`src/rtl/sec_ded_rd_buffer.sv`:
```
// Read-return buffer behind the SEC-DED decoder. Holds decoded beats with a poison flag in a
// small FIFO and keeps DUE statistics: saturating count, sticky interrupt, first-error sequence.
module sec_ded_rd_buffer #(
    parameter int unsigned DATA_W = 96,
    parameter int unsigned DEPTH  = 4,
    parameter int unsigned CNT_W  = 16
) (
    input  logic              clk,
    input  logic              rst_n,
    input  logic              in_valid,
    output logic              in_ready,
    input  logic [DATA_W-1:0] in_data,
    input  logic              in_due,
    output logic              out_valid,
    input  logic              out_ready,
    output logic [DATA_W-1:0] out_data,
    output logic              out_poison,
    output logic [CNT_W-1:0]  due_cnt,
    output logic              due_irq,
    input  logic              irq_clr,
    output logic [CNT_W-1:0]  first_seq
);

    localparam int unsigned PTR_W   = (DEPTH > 1) ? $clog2(DEPTH) : 1;
    localparam int unsigned OCC_W   = $clog2(DEPTH + 1);
    localparam int unsigned ENTRY_W = DATA_W + 1;

    logic [ENTRY_W-1:0] r_mem [DEPTH];
    logic [PTR_W-1:0]   r_wr_ptr;
    logic [PTR_W-1:0]   r_rd_ptr;
    logic [OCC_W-1:0]   r_count;
    logic [CNT_W-1:0]   r_seq;
    logic [CNT_W-1:0]   r_due_cnt;
    logic [CNT_W-1:0]   r_first_seq;
    logic               r_due_irq;
    logic               r_armed;

    logic               w_push;
    logic               w_pop;
    logic               w_due_ev;
    logic [ENTRY_W-1:0] w_head;

    // Handshake flags depend on occupancy only, so there is no ready-to-ready path.
    assign in_ready   = (r_count != OCC_W'(DEPTH));
    assign out_valid  = (r_count != OCC_W'(0));
    assign w_push     = in_valid && in_ready;
    assign w_pop      = out_valid && out_ready;
    assign w_due_ev   = w_push && in_due;

    assign w_head     = r_mem[r_rd_ptr];
    assign out_data   = w_head[DATA_W-1:0];
    assign out_poison = w_head[DATA_W];

    assign due_cnt    = r_due_cnt;
    assign due_irq    = r_due_irq;
    assign first_seq  = r_first_seq;

    // Storage array: written only, never reset.
    always_ff @(posedge clk) begin
        if (w_push) begin
            r_mem[r_wr_ptr] <= {in_due, in_data};
        end
    end

    // Pointers and occupancy; DEPTH is a power of two so pointers wrap naturally.
    always_ff @(posedge clk or negedge rst_n) begin
        if (!rst_n) begin
            r_wr_ptr <= '0;
            r_rd_ptr <= '0;
            r_count  <= '0;
        end else begin
            if (w_push) begin
                r_wr_ptr <= r_wr_ptr + PTR_W'(1);
            end
            if (w_pop) begin
                r_rd_ptr <= r_rd_ptr + PTR_W'(1);
            end
            if (w_push && !w_pop) begin
                r_count <= r_count + OCC_W'(1);
            end else if (!w_push && w_pop) begin
                r_count <= r_count - OCC_W'(1);
            end
        end
    end

    // DUE statistics; a DUE accepted in the same cycle as irq_clr wins over the clear.
    always_ff @(posedge clk or negedge rst_n) begin
        if (!rst_n) begin
            r_seq       <= '0;
            r_due_cnt   <= '0;
            r_first_seq <= '0;
            r_due_irq   <= 1'b0;
            r_armed     <= 1'b1;
        end else begin
            if (w_push) begin
                r_seq <= r_seq + CNT_W'(1);
            end
            if (w_due_ev) begin
                if (r_due_cnt != {CNT_W{1'b1}}) begin
                    r_due_cnt <= r_due_cnt + CNT_W'(1);
                end
                r_due_irq <= 1'b1;
                r_armed   <= 1'b0;
                if (r_armed || irq_clr) begin
                    r_first_seq <= r_seq;
                end
            end else if (irq_clr) begin
                r_due_irq <= 1'b0;
                r_armed   <= 1'b1;
            end
        end
    end

endmodule
```
`config.mk`:
```
export PLATFORM = sky130hd
export DESIGN_NAME = sec_ded_rd_buffer
export DESIGN_NICKNAME = d
export VERILOG_FILES = /design/src/rtl/sec_ded_rd_buffer.sv
export SDC_FILE = /design/constraint.sdc
export NUM_CORES = 1
export LEC_CHECK = 0
export BUFFER_PORTS_ARGS = -buffer_cell sky130_fd_sc_hd__buf_2
export CAP_MARGIN = 20
export CORE_MARGIN = 3
export CORE_UTILIZATION = 35
export CTS_CLUSTER_SIZE = 12
export DETAILED_ROUTE_END_ITERATION = 6
export HOLD_SLACK_MARGIN = 0.06
export SKIP_CTS_REPAIR_TIMING = 1
export SLEW_MARGIN = 10
export SYNTH_ARGS = -nofsm -noshare
export SYNTH_HDL_FRONTEND = slang
export SYNTH_SLANG_ARGS = --single-unit
```
`constraint.sdc`:
```
create_clock -name clk -period 2.7 [get_ports clk]
set_clock_uncertainty 0.15 [all_clocks]
set_input_delay 0.135 -clock clk [delete_from_list [all_inputs] [get_ports clk]]
set_output_delay 0.135 -clock clk [all_outputs]
set_load 0.03 [all_outputs]
```
Word level (Yosys, flattened, before mapping)
Memory sizes are Yosys's and may differ from the RTL's.
Cells that the tools add are included.

storage, ports and cells
  register bits after elaboration = 57
  latch bits = 0
  memory bits (writable) = 388
  memory bits (read-only) = 0
  input bits = 102
  output and inout bits = 132
  logic and storage cells = 38
  memories = 1

cells by class
  add/sub/neg operators = 6
  $mul = 0
  div/mod/pow operators = 0
  order comparisons = 0
  eq/ne operators = 2
  shifts and indexed selects = 0
  muxes and demuxes = 8
  bitwise operators = 0
  reductions and logical operators = 13

memories
  memory  words  width  read ports  clocked after Yosys merged registers in  wr ports  line  RTL
  r_mem   4      97     1           0                                        1         28    logic [ENTRY_W-1:0] r_mem [DEPTH];

operators with widths
  cell                   number
  $add 16x1->16 const B  2
  $ne 16x16->1 const B   1
  $mux 1                 6
  $mux 3                 2
  $logic_and 1x1->1      5
  $add 2x1->2 const B    2
  $reduce_and 2->1       2
  $reduce_bool 2->1      2
  $add 3x1->3 const B    1
  $ne 3x3->1 const B     1
  $reduce_bool 3->1      1
  $sub 3x1->3 const B    1
  $logic_not 1->1        2
  $logic_or 1x1->1       1

Logic depth before layout (Yosys ltp)
Gate-level depths: netlist of the first run.

  word-level depth = 6
  gate-level depth with buffers = 10
  depth with buffers taken out = 9

Worst setup path before layout of the first run
No wires, ideal clock.

  path kind = register to register
  start point = register r_count[2]
  end point = memory r_mem[0][0] in the netlist's numbering, enable pin
  setup time = 412 ps
  data arrival time = 2063 ps
  path slack = 74 ps
  stages on the path, launching flop included = 4
  clock period less this slack = 2626 ps
  cell sequence = dfrtp_1 > or3b_4 > buf_6 > and3_2

on the way
  cells in the longest elaborated chain, start to end = 4

RTL lines
  what                          line  RTL
  from (decl)                   31    logic [OCC_W-1:0] r_count;
  from (signal assigned)        79    r_count <= r_count + OCC_W'(1);
  from (signal assigned)        81    r_count <= r_count - OCC_W'(1);
  $ne 3x3->1                    44    assign in_ready = (r_count != OCC_W'(DEPTH));
  via in_ready                  11    output logic in_ready,
  $logic_and 1x1->1             46    assign w_push = in_valid && in_ready;
  $mux 1                        60    if (w_push) begin
  $mux 1 (implied by the code)  61    r_mem[r_wr_ptr] <= {in_due, in_data};
  to (decl)                     28

The timed path passes the listed nets, and every way through them passes these cells.

Worst setup path in the final report of the first run
  start point = register r_rd_ptr[0]
  end point = output out_data[32]

on the way
  cells in the longest elaborated chain, start to end = 1

RTL lines
  what                    line  RTL
  from (decl)             30    logic [PTR_W-1:0] r_rd_ptr;
  from (signal assigned)  76    r_rd_ptr <= r_rd_ptr + PTR_W'(1);
  $mem_v2 4x97            -
  to (decl)               16    output logic [DATA_W-1:0] out_data,

Every way passes these cells.

==> results of run 1 <==
-- power by group through the flow --
stage | logic [uW] | registers (uW) | clock network (uW)
final | 7970 | 9470 | 6010
after global routing | 8500 | 9590 | 6520
after CTS | 8050 | 9490 | 6220
after detailed placement | 8040 | 9620 | 0
after global placement | 8030 | 9560 | 0
after floorplan | 5360 | 9590 | 0
-- cell families after synthesis --
kind of cell,after synthesis
AOI/OAI and AO/OA,7
xor gates and xnor gates,34
buffers and inverters,33
and+or+nand+nor,74
adders and majority gates,8
DFF,445
muxes,116
-- synthesized netlist by cell type (2+ instances only) --
| cell | number |
|---|---|
| and4_1 | 4 |
| inv_1 | 5 |
| a21oi_1 | 2 |
| ha_1 | 7 |
| and3_2 | 5 |
| dfrtp_1 | 56 |
| buf_6 | 3 |
| nor4_2 | 2 |
| mux2_4 | 10 |
| and3_1 | 7 |
| nor2_1 | 5 |
| mux4_2 | 97 |
| buf_2 | 13 |
| nand4_1 | 7 |
| xnor2_1 | 19 |
| o21ai_0 | 3 |
| mux2_2 | 9 |
| nor3_1 | 5 |
| nand2_1 | 14 |
| xor2_1 | 15 |
| buf_4 | 2 |
| edfxtp_1 | 388 |
| nand3_1 | 13 |
| and4_4 | 2 |
| clkbuf_1 | 10 |
-- flip-flops by register name, indices dropped and copies added (netlist names) --
register	flops
r_count	3
r_mem	388
r_seq	16
first_seq	16
r_wr_ptr	2
due_cnt	16
r_armed	1
r_rd_ptr	2
due_irq	1
-- metal layers --
| layer | vias up | track usage [%] |
|---|---|---|
| li1 | 3748 | - |
| met1 | 4354 | 17.2 |
| met2 | 228 | 21.6 |
| met3 | 47 | 5.25 |
| met4 | 2 | 3.28 |
| met5 | - | 0 |
-- metrics by stage --
stage          setup WS [ns]  total power, uW
6_report               0.243            23400
5_1_grt                0.101            24600
4_1_cts                0.142            23800
3_5_place_dp           0.305            17700
3_3_place_gp           0.361            17600
2_1_floorplan         0.0744            15000
-- worst paths after layout --
check                                        start                   endpoint  slack (ns)  cells after the start
max                        r_rd_ptr[0]$_DFFE_PN0P_               out_data[32]        0.24                      3
min                                          rst_n  first_seq[14]$_DFFE_PN0P_         0.1                      3
max reg2reg                 r_count[0]$_DFFE_PN0P_     r_count[1]$_DFFE_PN0P_        0.27                      7
min reg2reg                  r_seq[15]$_DFFE_PN0P_      r_seq[15]$_DFFE_PN0P_        0.33                      1
max in group asynchronous                    rst_n   first_seq[9]$_DFFE_PN0P_        1.81                      3
min in group clk                       in_data[13]     r_mem[0][13]$_DFFE_PP_        0.17                      2
-- cell usage in the layout (no fill, tap or decap), types with 14 or more instances in the layout --
master and instances:
dfrtp_1 54, clkbuf_16 47, xor2_1 15, buf_2 233
mux4_2 97, buf_12 15, edfxtp_1 388, nand2_1 14
dlygate4sd3_1 102, xnor2_1 19, clkbuf_1 20
-- worst max-delay path: stages (launching register included) --
cell and delay (ns):
dfrtp_4 0.47, buf_12 0.33, mux4_2 0.57, buf_2 0.21
-- cell type report --
class	instances	area share, %
Clock inverter	12	0.465
Antenna cell	3	0.0353
Multi-Input combinational cell	239	15.8
Tap cell	607	3.57
Inverter	5	0.0883
Clock buffer	73	6.28
Sequential cell	445	61.6
Timing Repair Buffer	363	12.2
==> results.md, run 1 <==
- Core Util, Final: about 46%
- Hold slack: approximately 0.096 ns
- Final setup vio count: 0
- Area growth from synthesis to layout: 28.1%
- Post-synth top area share: 70.2%
- Main area contributors after synthesis: edfxtp_1, mux4_2, dfrtp_1, xnor2_1, mux2_4
- Share of layout cells above drive strength 1: 40.3%
- Worst skew pair latency: ~0.55 ns
- Period utilization: around 91%
- I/O Pins: 234
- Maximum fanout along the worst path: 44
- Compound-Gate Fraction of Synth Area: 0.256%
- Min Tclk post-route: roughly 2.5 ns
- Critical path capture point type: output pin
- Nets: roughly 1200
- CTS Sinks: ~450
- Status: completed
- Part of the power in registers: between 40% and 50%
- Yosys reg bits: 445
- Post-synth EDFFs: 388
- Comb power frac: 34.0%
- Maximum vdd drop: 0.000490 V
- Routed met1 length: about 15 mm
- Clock root buffer: clkbuf_16
- Multi-input gate area: between 3000 and 4000 um^2
- Largest family of logic cells by synthesized area: multiplexers
- Post-synthesis cell count: slightly above 700
- Metal3 WL: approximately 2.5 mm
- Final hold vios: 0
- Longest Clk Path Bufs: 3
- Routed Antenna Nets: 0
- Initial antenna violation count: 4
- Min-delay worst type: in -> async
- Unrepaired setup endpoints after global routing: false
- Post-synthesis async set-or-reset flop share: 12.8%
- Startpoint class of the critical path: flip-flop
- Clock power frac: roughly 26%
- Worst-Margin Slew: approximately 0.64 ns
- Row count: 79
- Unique masters post-synth: 39
- Yosys warning total: 0
- CTS Buf Count: between 40 and 50
- Leakage: about 0.0077 uW
- Gpl congestion: between 0.7 and 0.8
- Fraction of synthesized area in multiplexers: between 10% and 20%
- CP Class: reg -> out
- Area of placed instances: 18800 um^2
- Synth Area in XOR/XNOR: under 10%
- Slew HR: between 50% and 60%
- Max-Cap Viols: 0
- Port Buffers: about 230
- Core Area: 46700 um^2
- Die Span X: between 200 and 250 um
- Internal: roughly 15000 uW
- Top_reg_cell synth: edfxtp_1
- Routed WL: 34.0 mm
- Cell Pwr Density: about 1100 nW/um^2
- H-tree depth: 2
- Fill cells: between 3000 and 4000
- Remaining DRCs: 0
- Post-synth top area cell: edfxtp_1
- Sequential share of the synthesized area: 78.8%
- GRT Overall Usage: a little over an eighth
- Vias in the first global route: ~8700
- Detailed placement HPWL: roughly 22 mm
- Routed WL per cell: a little under 20 um
- Synth Area per Inst: approximately 23 um^2
- Fin area: 21200 um^2
- FF+latch area: approximately 13000 um^2
- Max Clock Freq: 407 MHz
- Starting DRT DRC Count: 390
- CP required: approximately 2.4 ns
- DRT Pass-1 Iters: 4
- Net count after synthesis: between 800 and 900
- Syn Std Cell Area: between 15000 and 20000 um^2
- GRT overflow: 0
- Post-synthesis adder-cell area fraction: less than 1%
- Largest net degree at the start of global routing: 52
- Top routing layer in use: met5
- WL met2: 16.2 mm
- Placed cells: ~1600
- Non-Filler Instances: 1747
- Vias per cell: 4.80
- Clock slew at reported path FFs: 0.06 ns
- CP Data Arrival Time: around 2.2 ns
- Post-synthesis simple-gate area fraction: under 10%
- Die Y: 224 um
- Switching pwr: around 8000 uW
- Via count: around 8400
- Initial core utilization: 35.6%
- Setup TNS Final: 0 ns
- TritonCTS clock tree: yes
- Final Max Slew Viols: 0
- First-pass GRT wire length: between 50 and 60 mm
- Net Sw Frac: 34.1%
- Die area: 50100 um^2
Power figures use the tool's default switching activity.
==> run 2, diff against run 1 <==
--- a/config.mk
+++ b/config.mk
@@ -5,6 +5,7 @@
 export SDC_FILE = /design/constraint.sdc
 export NUM_CORES = 1
 export LEC_CHECK = 0
+export ABC_AREA = 1
 export BUFFER_PORTS_ARGS = -buffer_cell sky130_fd_sc_hd__buf_2
 export CAP_MARGIN = 20
 export CORE_MARGIN = 3
==> results.md, run 2 <==
- Status: completed
- Post-synthesis async set-or-reset flop share: 12.8%
- FF+latch area: between 10000 and 15000 um^2
- Max Clock Freq: slightly below 400 MHz
- DRT Pass-1 Iters: 5
- Min Tclk post-route: around 2.6 ns
- Commonest non-fill, non-tap cell in the layout: edfxtp_1
- Crit path cell chain: buf_12, o21ai_0, o22ai_1, buf_2
- TritonCTS clock tree: yes
- Unrepaired setup endpoints after global routing: false
- Sequential share of the synthesized area: 75.7%
- Worst-Margin Slew: 0.695 ns
- Largest net degree at the start of global routing: approximately 120
- Main area contributors after synthesis: edfxtp_1, dfrtp_1, nor2_1, o21ai_0, o22ai_1
- Routed WL per cell: 17.5 um
- Post-synth top area cell: edfxtp_1
- Vias in the first global route: roughly 11000
- Gpl congestion: around 0.81
- Row count: 80
- Top_reg_cell synth: edfxtp_1
- Leakage: approximately 0.008 uW
- CP Class: reg -> out
- Slew HR: about 54%
- Post-synth top area share: 67.5%
- CP Data Arrival Time: about 2.3 ns
- CP required: about 2.4 ns
- Area of placed instances: 19300 um^2
- Routed WL: roughly 41 mm
- Longest Clk Path Bufs: 3
- Multi-input gate area: about 3700 um^2
- Final hold vios: 0
- Period utilization: between 90% and 100%
- CP top delay family: buffers and inverters
- Number of buffers and inverters on the critical path: 2
- Area growth from synthesis to layout: 26.0%
- Startpoint class of the critical path: flip-flop
- Vias per cell: between 4 and 5
- GRT overflow: 0
- Maximum fanout along the worst path: ~120
- Synth top cells by count: edfxtp_1, nor2_1, o21ai_0
- Syn Std Cell Area: 17300 um^2
- Most frequent cells in the layout: edfxtp_1, buf_2, nor2_1, o21ai_0, nand2_1
- Total power: between 20000 and 30000 uW
- Unique masters post-synth: 36
- Largest Register: r_mem
- I/O Pins: between 200 and 250
- H-tree depth: 2
- Nets: roughly 1700
- Detailed placement HPWL: roughly 23 mm
- Post-synthesis cell count: 1300
- Port Buffers: 233
- Net count after synthesis: ~1400
- Clock slew at reported path FFs: ~0.060 ns
- Clock root buffer: clkbuf_16
- Initial antenna violation count: 2
- CTS Sinks: 445
- Final setup vio count: 0
- Worst skew pair latency: roughly 0.57 ns
- Final Max Slew Viols: 0
- Setup TNS Final: 0 ns
- Share of layout cells above drive strength 1: about a fifth
- Slowest CP cell: dfrtp_4
- Post-synth EDFFs: 388
- Fin area: approximately 22000 um^2
- Initial core utilization: between 30% and 40%
- Routed Antenna Nets: 0
- Die area: approximately 52000 um^2
- Via count: between 10000 and 15000
- Yosys warning total: 0
- Synth Area per Inst: about 13 um^2
- First-pass GRT wire length: 62.5 mm
- GRT Overall Usage: 15.1%
- Die Y: ~230 um
- Most frequent cell after synthesis: edfxtp_1
- Worst stage delay on the critical path: around 0.48 ns
- Fill cells: between 4000 and 5000
- Min-delay worst type: in -> reg
- Max reg flops: 388
- Yosys reg bits: 445
- Remaining DRCs: 0
- Max-Cap Viols: 0
- Core Area: just under 50000 um^2
- CTS Buf Count: 47
- Cell Pwr Density: ~1200 nW/um^2
- Critical path capture point type: output pin
- Die Span X: roughly 230 um
- Starting DRT DRC Count: 681
- Maximum vdd drop: roughly 0.00059 V
==> run 2: cell types whose count changed after synthesis, sizes merged, moves of 12 or more <==
| cell | delta |
|---|---|
| and3 | -12 |
| buf | +17 |
| clkbuf | +24 |
| inv | +40 |
| mux2 | -19 |
| mux4 | -97 |
| nand2 | +109 |
| nor2 | +225 |
| o21ai | +220 |
| o22ai | +97 |
| xnor2 | -14 |
==> run 2: area by class of cell <==
cell class | count | share of cell area, %
Sequential cell | 445 | 60.2
Clock buffer | 67 | 5.85
Clock inverter | 17 | 0.644
Timing Repair Buffer | 356 | 11.8
Inverter | 47 | 0.869
Antenna cell | 1 | 0.0115
Tap cell | 656 | 3.77
Multi-Input combinational cell | 739 | 16.9
==> run 2: stage by stage <==
step,worst slack [ns],hold slack (ns),util (%),std cells
after floorplan,-0.186,-0.311,-,1300
after global routing,0.0216,0.137,45.1,2327
after global placement,0.459,0.0211,40.0,2139
after detailed placement,0.459,0.0261,40.0,2139
final,0.106,0.167,45.1,2328
after CTS,-0.0371,-0.613,42.9,2223
==> run 2: where the power goes <==
part / leakage [uW] / switching, uW / internal (uW)
registers: 0.00428 / 522 / 9010
logic: 0.00296 / 7010 / 2650
clock network: 0.000682 / 2560 / 3380
total: 0.00792 / 10100 / 15000
==> run 2: cell families after synthesis <==
| family | synth area share [%] |
|---|---|
| and+or+nand+nor | 9.33 |
| xor gates and xnor gates | 0.913 |
| DFF | 75.7 |
| adders and majority gates | 0.623 |
| buffers and inverters | 3.19 |
| AOI/OAI and AO/OA | 10.2 |
==> run 2: worst paths after layout <==
| check | start | to | slack [ns] | depth (start not counted) |
|---|---|---|---|---|
| worst max-delay path | r_rd_ptr[0]$_DFFE_PN0P_ | out_data[49] | 0.11 | 4 |
| worst min-delay path | in_data[47] | r_mem[3][47]$_DFFE_PP_ | 0.17 | 2 |
| worst max register to register | r_count[0]$_DFFE_PN0P_ | r_count[2]$_DFFE_PN0P_ | 0.43 | 10 |
| worst min register to register | first_seq[9]$_DFFE_PN0P_ | first_seq[9]$_DFFE_PN0P_ | 0.33 | 2 |
| max in group asynchronous | rst_n | r_armed$_DFFE_PN1P_ | 1.47 | 4 |
| min in group asynchronous | rst_n | r_seq[4]$_DFFE_PN0P_ | 0.51 | 4 |
==> run 2: routing by layer <==
layer / GRT usage [%] / share of wire (%) / vias to the layer above
li1: - / - / 5388
met3: 3.88 / 5.9 / 59
met5: 0 / 0.032 / -
met1: 20.2 / 44 / 5642
met4: 4.24 / 1.7 / 2
met2: 24.6 / 48 / 303
